===== src/rtl/irq_pkg.sv =====
// ----------------------------------------------------------------------------
// irq_pkg
// Shared constants and types for the interrupt pending controller.
//   NUM_LANES      : number of request lanes
//   CODE_W         : width of a lane index
//   DEFAULT_MASK_C : mask value loaded on reset (all lanes enabled)
//   state_t        : offer FSM state encoding
//   lane_bit()     : one-hot vector for a lane index
// ----------------------------------------------------------------------------
package irq_pkg;

    localparam int NUM_LANES = 8;
    localparam int CODE_W    = 3;

    localparam logic [NUM_LANES-1:0] DEFAULT_MASK_C = 8'hFF;

    typedef enum logic {
        ST_IDLE  = 1'b0,
        ST_OFFER = 1'b1
    } state_t;

    function automatic logic [NUM_LANES-1:0] lane_bit(input logic [CODE_W-1:0] code);
        logic [NUM_LANES-1:0] v;
        v = '0;
        v[code] = 1'b1;
        return v;
    endfunction

endpackage


===== src/rtl/irq_pending_ctrl_prio_enc8.sv =====
// ----------------------------------------------------------------------------
// prio_enc8
// Purely combinational 8-to-3 priority encoder; the highest set bit wins.
// Ports:
//   in     : request vector
//   code   : index of highest set bit (0 when in == 0)
//   any    : at least one bit of in is set
// ----------------------------------------------------------------------------
module prio_enc8
    import irq_pkg::*;
(
    input  logic [NUM_LANES-1:0] in,
    output logic [CODE_W-1:0]    code,
    output logic                 any
);

    // Ascending scan: later (higher) lanes overwrite lower ones.
    always_comb begin
        code = '0;
        for (int i = 0; i < NUM_LANES; i++) begin
            if (in[i]) begin
                code = CODE_W'(i);
            end
        end
    end

    assign any = |in;

endmodule


===== src/rtl/irq_pending_ctrl.sv =====
// ----------------------------------------------------------------------------
// irq_pending_ctrl
// Captures rising edges on eight request lanes into a pending register,
// masks them, and offers the highest-priority eligible lane to a consumer
// with a valid/ready handshake. Optional per-lane sticky overflow flags.
//
// Optional feature macro: IRQ_OVERFLOW_EN
//   defined   : ovf_o flags an edge arriving on an already-pending lane
//   undefined : ovf_o is constant zero and ovf_clr_i is ignored
//
// Ports:
//   clk          : clock, rising edge
//   rst_n        : asynchronous active-low reset
//   req_i        : raw request lines, lane 7 highest priority
//   mask_we_i    : mask write strobe
//   mask_wdata_i : new mask, 1 = lane enabled
//   code_o       : offered lane index, held when valid_o is low
//   valid_o      : code_o is a live offer
//   ready_i      : consumer accepts the offer when valid_o is high
//   idle_o       : nothing eligible and no offer outstanding
//   pending_o    : pending register
//   ovf_o        : sticky per-lane overflow flags
//   ovf_clr_i    : clears all overflow flags
//
// FSM states
//   state    | meaning
//   ST_IDLE  | no offer; latch highest eligible lane when one exists
//   ST_OFFER | code_o/valid_o frozen until the consumer handshakes
// ----------------------------------------------------------------------------
module irq_pending_ctrl
    import irq_pkg::*;
#(
    parameter logic [NUM_LANES-1:0] DEFAULT_MASK = DEFAULT_MASK_C
) (
    input  logic                 clk,
    input  logic                 rst_n,
    input  logic [NUM_LANES-1:0] req_i,
    input  logic                 mask_we_i,
    input  logic [NUM_LANES-1:0] mask_wdata_i,
    output logic [CODE_W-1:0]    code_o,
    output logic                 valid_o,
    input  logic                 ready_i,
    output logic                 idle_o,
    output logic [NUM_LANES-1:0] pending_o,
    output logic [NUM_LANES-1:0] ovf_o,
    input  logic                 ovf_clr_i
);

    logic [NUM_LANES-1:0] req_q;
    logic [NUM_LANES-1:0] pending;
    logic [NUM_LANES-1:0] mask;
    state_t               state;
    logic [CODE_W-1:0]    code_q;
    logic                 valid_q;

    logic [NUM_LANES-1:0] req_edge;
    logic [NUM_LANES-1:0] eligible;
    logic [NUM_LANES-1:0] clr_vec;
    logic [CODE_W-1:0]    sel_code;
    logic                 sel_any;
    logic                 handshake;

    assign req_edge  = req_i & ~req_q;
    assign eligible  = pending & mask;
    assign handshake = valid_q & ready_i;
    assign clr_vec   = handshake ? lane_bit(code_q) : '0;

    prio_enc8 u_prio_enc8 (
        .in   (eligible),
        .code (sel_code),
        .any  (sel_any)
    );

    always_ff @(posedge clk or negedge rst_n) begin
        if (!rst_n) begin
            req_q <= '0;
        end else begin
            req_q <= req_i;
        end
    end

    // Set is applied after clear so a fresh edge in the handshake cycle
    // keeps the lane pending.
    always_ff @(posedge clk or negedge rst_n) begin
        if (!rst_n) begin
            pending <= '0;
        end else begin
            pending <= (pending & ~clr_vec) | req_edge;
        end
    end

    always_ff @(posedge clk or negedge rst_n) begin
        if (!rst_n) begin
            mask <= DEFAULT_MASK;
        end else if (mask_we_i) begin
            mask <= mask_wdata_i;
        end
    end

    always_ff @(posedge clk or negedge rst_n) begin
        if (!rst_n) begin
            state   <= ST_IDLE;
            code_q  <= '0;
            valid_q <= 1'b0;
        end else begin
            case (state)
                ST_IDLE: begin
                    if (sel_any) begin
                        code_q  <= sel_code;
                        valid_q <= 1'b1;
                        state   <= ST_OFFER;
                    end
                end
                ST_OFFER: begin
                    if (ready_i) begin
                        valid_q <= 1'b0;
                        state   <= ST_IDLE;
                    end
                end
                default: begin
                    valid_q <= 1'b0;
                    state   <= ST_IDLE;
                end
            endcase
        end
    end

`ifdef IRQ_OVERFLOW_EN
    logic [NUM_LANES-1:0] ovf_q;
    logic [NUM_LANES-1:0] ovf_set;

    // A lane that is being granted this cycle is not overflowing: its
    // previous request is consumed and the new edge takes its place.
    assign ovf_set = req_edge & pending & ~clr_vec;

    always_ff @(posedge clk or negedge rst_n) begin
        if (!rst_n) begin
            ovf_q <= '0;
        end else begin
            ovf_q <= (ovf_q & ~{NUM_LANES{ovf_clr_i}}) | ovf_set;
        end
    end

    assign ovf_o = ovf_q;
`else
    logic unused_ovf_clr;
    assign unused_ovf_clr = ovf_clr_i;
    assign ovf_o          = '0;
`endif

    assign code_o    = code_q;
    assign valid_o   = valid_q;
    assign pending_o = pending;
    assign idle_o    = (state == ST_IDLE) && (eligible == '0);

endmodule

===== config.mk =====
export PLATFORM = sky130hd
export DESIGN_NAME = irq_pending_ctrl
export DESIGN_NICKNAME = d
export VERILOG_FILES = /design/src/rtl/irq_pkg.sv /design/src/rtl/irq_pending_ctrl_prio_enc8.sv /design/src/rtl/irq_pending_ctrl.sv
export SDC_FILE = /design/constraint.sdc
export NUM_CORES = 1
export LEC_CHECK = 0
export CELL_PAD_IN_SITES_DETAIL_PLACEMENT = 1
export CELL_PAD_IN_SITES_GLOBAL_PLACEMENT = 2
export CORE_ASPECT_RATIO = 2
export CORE_MARGIN = 3
export CORE_UTILIZATION = 30
export CTS_CLUSTER_SIZE = 12
export DETAILED_ROUTE_END_ITERATION = 8
export PLACE_DENSITY_LB_ADDON = 0.25
export SETUP_SLACK_MARGIN = 0.3
export SLEW_MARGIN = 30
export SYNTH_ARGS = -nofsm -noshare
export SYNTH_HDL_FRONTEND = slang
export SYNTH_SLANG_ARGS = --single-unit

===== constraint.sdc =====
create_clock -name clk -period 4.3 [get_ports clk]
set_input_delay 0.645 -clock clk [delete_from_list [all_inputs] [get_ports clk]]
set_output_delay 0.645 -clock clk [all_outputs]
set_load 0.01 [all_outputs]

==> flow_metrics.tcl, run 1 <==
set metrics [dict create \
    status "finished, final reports clean" \
    async_reset_ff_frac 1.00 \
    vias 844 \
    numCtsBuffers 5 \
    grt_pass1_vias 923 \
    start_util 0.314 \
    finalNonFillerCells 187 \
    p_clk_frac 0.295 \
    io_buffers 32 \
    intPower_w 0.000516 \
    netlist_instances 97 \
    power_density_mw_per_mm2 438 \
    avgViaCountPerCell 4.51 \
    peakVddDrop_v 0.000208 \
    yosysSeqAreaShare 0.610 \
    synth_top_cell_by_area "dfrtp_1" \
    dpl-instance-area_mm2 0.00156 \
    clock_latency_ns 0.28 \
    die_y_um 95.7 \
    hold_class "input port to asynchronous set/reset pin" \
    dp_hpwl_mm 2.15 \
    fin_tns_setup_ns 0 \
    design_area_mm2 0.00164 \
    crit_path_start_kind "flip-flop" \
    p_sw_frac 0.279 \
    syn-mean-instance-area_um2 12.4 \
    clkTransAtPathRegs_ns 0.06 \
    yosysMostFrequentCell "dfrtp_1" \
    pwr-share-comb 0.219 \
    slew_viol_final 0 \
    worst_ep_required_time_ns 3.65 \
    crit_arrival_ns 2.03 \
    drt_pass1_iterations 3 \
    track_usage 0.131 \
    max_stage_delay_ns 0.55 \
    core.rowCount 32 \
    clockBufferDepth 2 \
    p_leak_nw 0.685 \
    ys_types 25 \
    critPathMaxFanout 4 \
    totalWireLength_mm 2.78 \
    seq_power_share 0.487 \
    dp.cells 179 \
    synth_edf_count 0 \
    p_switching_w 0.000200 \
    antenna_found_initial 0 \
    ys_top_cells_by_count "21 x dfrtp_1, 14 x o21ai_0, 9 x inv_1" \
    crit_slowest_cell "clkdlybuf4s50_1" \
    htree_levels 2 \
    core-area_mm2 0.00384 \
    skew_ns 0.00481 \
    ys.flop_type "dfrtp_1" \
    yosys_warnings 0 \
    grt-ovfl-total 0 \
    power_w 0.000716 \
    maxSlewHeadroom 0.633 \
    cts_resized 0 \
    dieArea_mm2 0.00486 \
    finalNetCount 156 \
    cap_violations 0 \
    syn_area_mm2 0.00121 \
    final_hold_viol_count 0 \
    r2r-end "code_o[0]" \
    drtIter0Drc 5 \
    drive_above_1_share 0.206 \
    rr_worst_depth 4 \
    finalWorstPathRequiredPeriod_ns 2.68 \
    place_congestion 0.730 \
    insertedDiodeCount 0 \
    critPathCaptureType "primary output" \
    route.detailed.drc 0 \
    cts_root_buf "clkbuf_8" \
    grt_max_degree 25 \
    rsz0062_at_grt "no" \
    synthTopCellsByArea "dfrtp_1 44%, dfstp_2 17%, mux2_2 7.5%" \
    final-setup-viol-count 0 \
    die_w_um 50.8 \
    cts.sinks 29 \
    fmax_mhz 373 \
    grt_pass1_wl_mm 4.57 \
    path_class "flip-flop to primary output" \
    endpoint "idle_o" \
    postCtsSetupRepairBufs 0 \
    worst_slew_pin_slew_ns 0.551 \
    r2r_setup_slack_ns 2.70 \
    post-route-period-util 0.623 \
    syn_to_final_growth_pct 35.6 \
    reg2reg_from "mask[5]" \
    synth.top_cell.area_share 0.436 \
    hold_buffers 0 \
    routedWlPerCell_um 14.9 \
    path_cells "a22o_1 -> and3b_2 -> and4b_1 -> clkdlybuf4s50_1" \
    detail-route-antenna-nets 0 \
    io_pins 42 \
    cts_tree "done" \
    crit_start "pending_o[5]" \
    synth-seq-cells 29 \
]
sequential cells by signal (all words and copies together) (netlist names):
signal     flops
code_o         3
mask           8
pending_o      8
req_q          8
state          1
valid_o        1
how the worst min path moves through the flow:
stage                  start  slack (ns)            to
detailed placement  req_q[7]        0.41  pending_o[7]
CTS                    rst_n        0.36     code_o[1]
global route           rst_n        0.39      req_q[6]
finish                 rst_n        0.35     code_o[1]
global placement    req_q[1]        0.40  pending_o[1]
floorplan              rst_n        0.35     code_o[0]
worst max-delay path, delay by kind of cell, from the launching register on:
| kind | cells | cell delay, ns |
|---|---|---|
| buffers and inverters | 1 | 0.55 |
| AOI/OAI and AO/OA | 1 | 0.26 |
| and+or+nand+nor | 2 | 0.53 |
| DFF | 1 | 0.41 |
placed cells by master (no fill, tap or decap), drive strengths merged, types with 7 or more instances in the layout:
cell type      instances
clkdlybuf4s50         31
dfrtp                 21
o21ai                 14
mux2                  10
inv                    9
conb                   8
dfstp                  8
clkbuf                 8
nand2                  7
final cells by class:
type	instances	area, um^2
clock buffers	8	80.1
fillers	441	2210
inverters	9	33.8
multi-input cells	57	399
flip-flops and latches	29	736
well taps	51	63.8
repair buffers	33	323
power by group through the flow:
stage	combinational (W)	sequential, W	clock, W
final	0.000156	0.000348	0.000211
after floorplan	0.0000709	0.000352	0
after global placement	0.000156	0.000352	0
after global routing	0.000173	0.000356	0.000230
after CTS	0.000160	0.000350	0.000220
after detailed placement	0.000159	0.000354	0
metal layers:
layer | share of wire | GRT usage | routed length [um]
met1 | 0.34 | 0.131 | 950
met2 | 0.57 | 0.233 | 1580
met3 | 0.061 | 0.0423 | 170
met4 | 0.028 | 0.0742 | 78
met5 | 0 | 0 | 0
kinds of logic after synthesis:
family / count (synthesis) / synth area share
compound gates: 26 / 0.148
buf+inv: 18 / 0.0809
flops: 29 / 0.610
mux: 10 / 0.0996
other cells: 1 / 0.00311
simple gates: 13 / 0.0581
stage by stage:
| step | setup slack (ns) | utilization | hold slack [ns] |
|---|---|---|---|
| finish | 1.62 | 0.425 | 0.349 |
| global route | 1.55 | 0.425 | 0.389 |
| CTS | 1.60 | 0.425 | 0.359 |
| detailed placement | 1.92 | 0.405 | 0.413 |
| global placement | 1.92 | 0.406 | 0.402 |
| floorplan | 2.48 | - | 0.349 |
Note: power is estimated with default switching activity, not from simulation.
==> run 2, diff against run 1 <==
- CORE_UTILIZATION: 30 -> 25
- clock period: 4.3 -> 2.3 ns (I/O delays scaled with it)
==> flow_metrics.tcl, run 2 (same netlist as run 1, synthesis figures left out) <==
set metrics [dict create \
    grt-ovfl-total 0 \
    numCtsBuffers 5 \
    final_hold_viol_count 0 \
    final-setup-viol-count 0 \
    rsz0062_at_grt "no" \
    die_w_um 55.1 \
    grt_pass1_wl_mm 4.60 \
    power_density_mw_per_mm2 818 \
    totalWireLength_mm 2.86 \
    fmax_mhz 531 \
    path_class "flip-flop to primary output" \
    clock_latency_ns 0.28 \
    finalWorstPathRequiredPeriod_ns 1.88 \
    slew_viol_final 0 \
    worst_ep_required_time_ns 1.96 \
    finalNetCount 158 \
    clkTransAtPathRegs_ns 0.07 \
    drive_above_1_share 0.232 \
    clockBufferDepth 2 \
    cap_violations 0 \
    detail-route-antenna-nets 0 \
    skew_ns 0.00697 \
    peakVddDrop_v 0.000351 \
    layout_common_cells "31 x clkdlybuf4s50_1, 21 x dfrtp_1, 14 x o21ai_0" \
    place_ws_ns 0.247 \
    cts.sinks 29 \
    track_usage 0.115 \
    dp_hpwl_mm 2.17 \
    dieArea_mm2 0.00574 \
    die_y_um 104 \
    core.rowCount 35 \
    htree_levels 2 \
    drtIter0Drc 4 \
    setup_ws_ns 0.417 \
    avgViaCountPerCell 4.31 \
    crit_path_start_kind "flip-flop" \
    hold_buffers 0 \
    critPathMaxFanout 3 \
    io_pins 42 \
    p_leak_nw 0.702 \
    hold_class "flip-flop to flip-flop" \
    start_util 0.260 \
    cts_root_buf "clkbuf_8" \
    cts_tree "done" \
    vias 831 \
    crit_arrival_ns 1.54 \
    syn_to_final_growth_pct 37.4 \
    utilization 0.357 \
    routedWlPerCell_um 14.8 \
    insertedDiodeCount 0 \
    post-route-period-util 0.819 \
    drt_pass1_iterations 4 \
    status "finished, final reports clean" \
    fin_tns_setup_ns 0 \
    critPathCaptureType "primary output" \
    core-area_mm2 0.00464 \
    route.detailed.drc 0 \
    mostFrequentLayoutCell "clkdlybuf4s50_1" \
    grt_pass1_vias 936 \
    place_congestion 0.769 \
    io_buffers 32 \
    antenna_found_initial 0 \
    grt_max_degree 30 \
]
run 2: cell count changes in the layout (fill, tap and decap cells not counted):
cell and change:
clkbuf_1 -2, clkinv_2 +2, buf_4 +2
run 2: report_power, final:
group / switching [W] / total [W] / internal, W
clock network: 0.000198 / 0.000407 / 0.000209
registers: 0.0000626 / 0.000646 / 0.000584
logic: 0.000130 / 0.000304 / 0.000173
run 2: final timing paths:
check                      startpoint            to  slack (ns)  cells after the start
min in group asynchronous       rst_n  pending_o[3]        0.46                      2
setup / recovery              mask[4]        idle_o        0.42                      4
max in group asynchronous       rst_n       mask[0]        1.53                      2
hold reg to reg              req_q[1]  pending_o[1]        0.42                      1
hold / removal               req_q[1]  pending_o[1]        0.42                      1
setup reg to reg              mask[4]     code_o[1]        0.58                      5
run 2: timing repair:
action,in CTS,in global routing
resized for setup,3,1
buffers inserted,2,0
endpoints found under the hold margin,0,0
endpoints found under the setup margin,1,1
pin swaps,0,1
run 2: final cells by class:
class                   instances  area (um^2)
clock buffers                   6         72.6
clock inverters                 2         10.0
fillers                       532         2980
inverters                       9         33.8
multi-input cells              57          399
flip-flops and latches         29          736
well taps                      55         68.8
repair buffers                 35          338
run 2: metrics by stage:
step           cell area, um^2  hold slack [ns]  cells  total power, W
2_1_floorplan             1230           0.0494    104        0.000791
3_3_place_gp              1570            0.403    183        0.000950
3_5_place_dp              1570            0.415    183        0.000957
4_1_cts                   1660            0.424    193         0.00138
5_1_grt                   1660            0.440    193         0.00144
6_report                  1660            0.419    193         0.00136
run 2: layer usage:
metal  vias up  GRT usage  share of wire
met2        25      0.192           0.55
met1       395      0.122           0.36
met3         5     0.0359          0.063
li1        406          -              -
met5         -          0              0
met4         0     0.0574          0.025
run 2: worst max-delay path, cell delays in order, from the launching register on:
cell and delay [ns]:
dfstp_2 0.55, a22o_1 0.17, and3b_2 0.22, and4b_1 0.18, buf_2 0.14
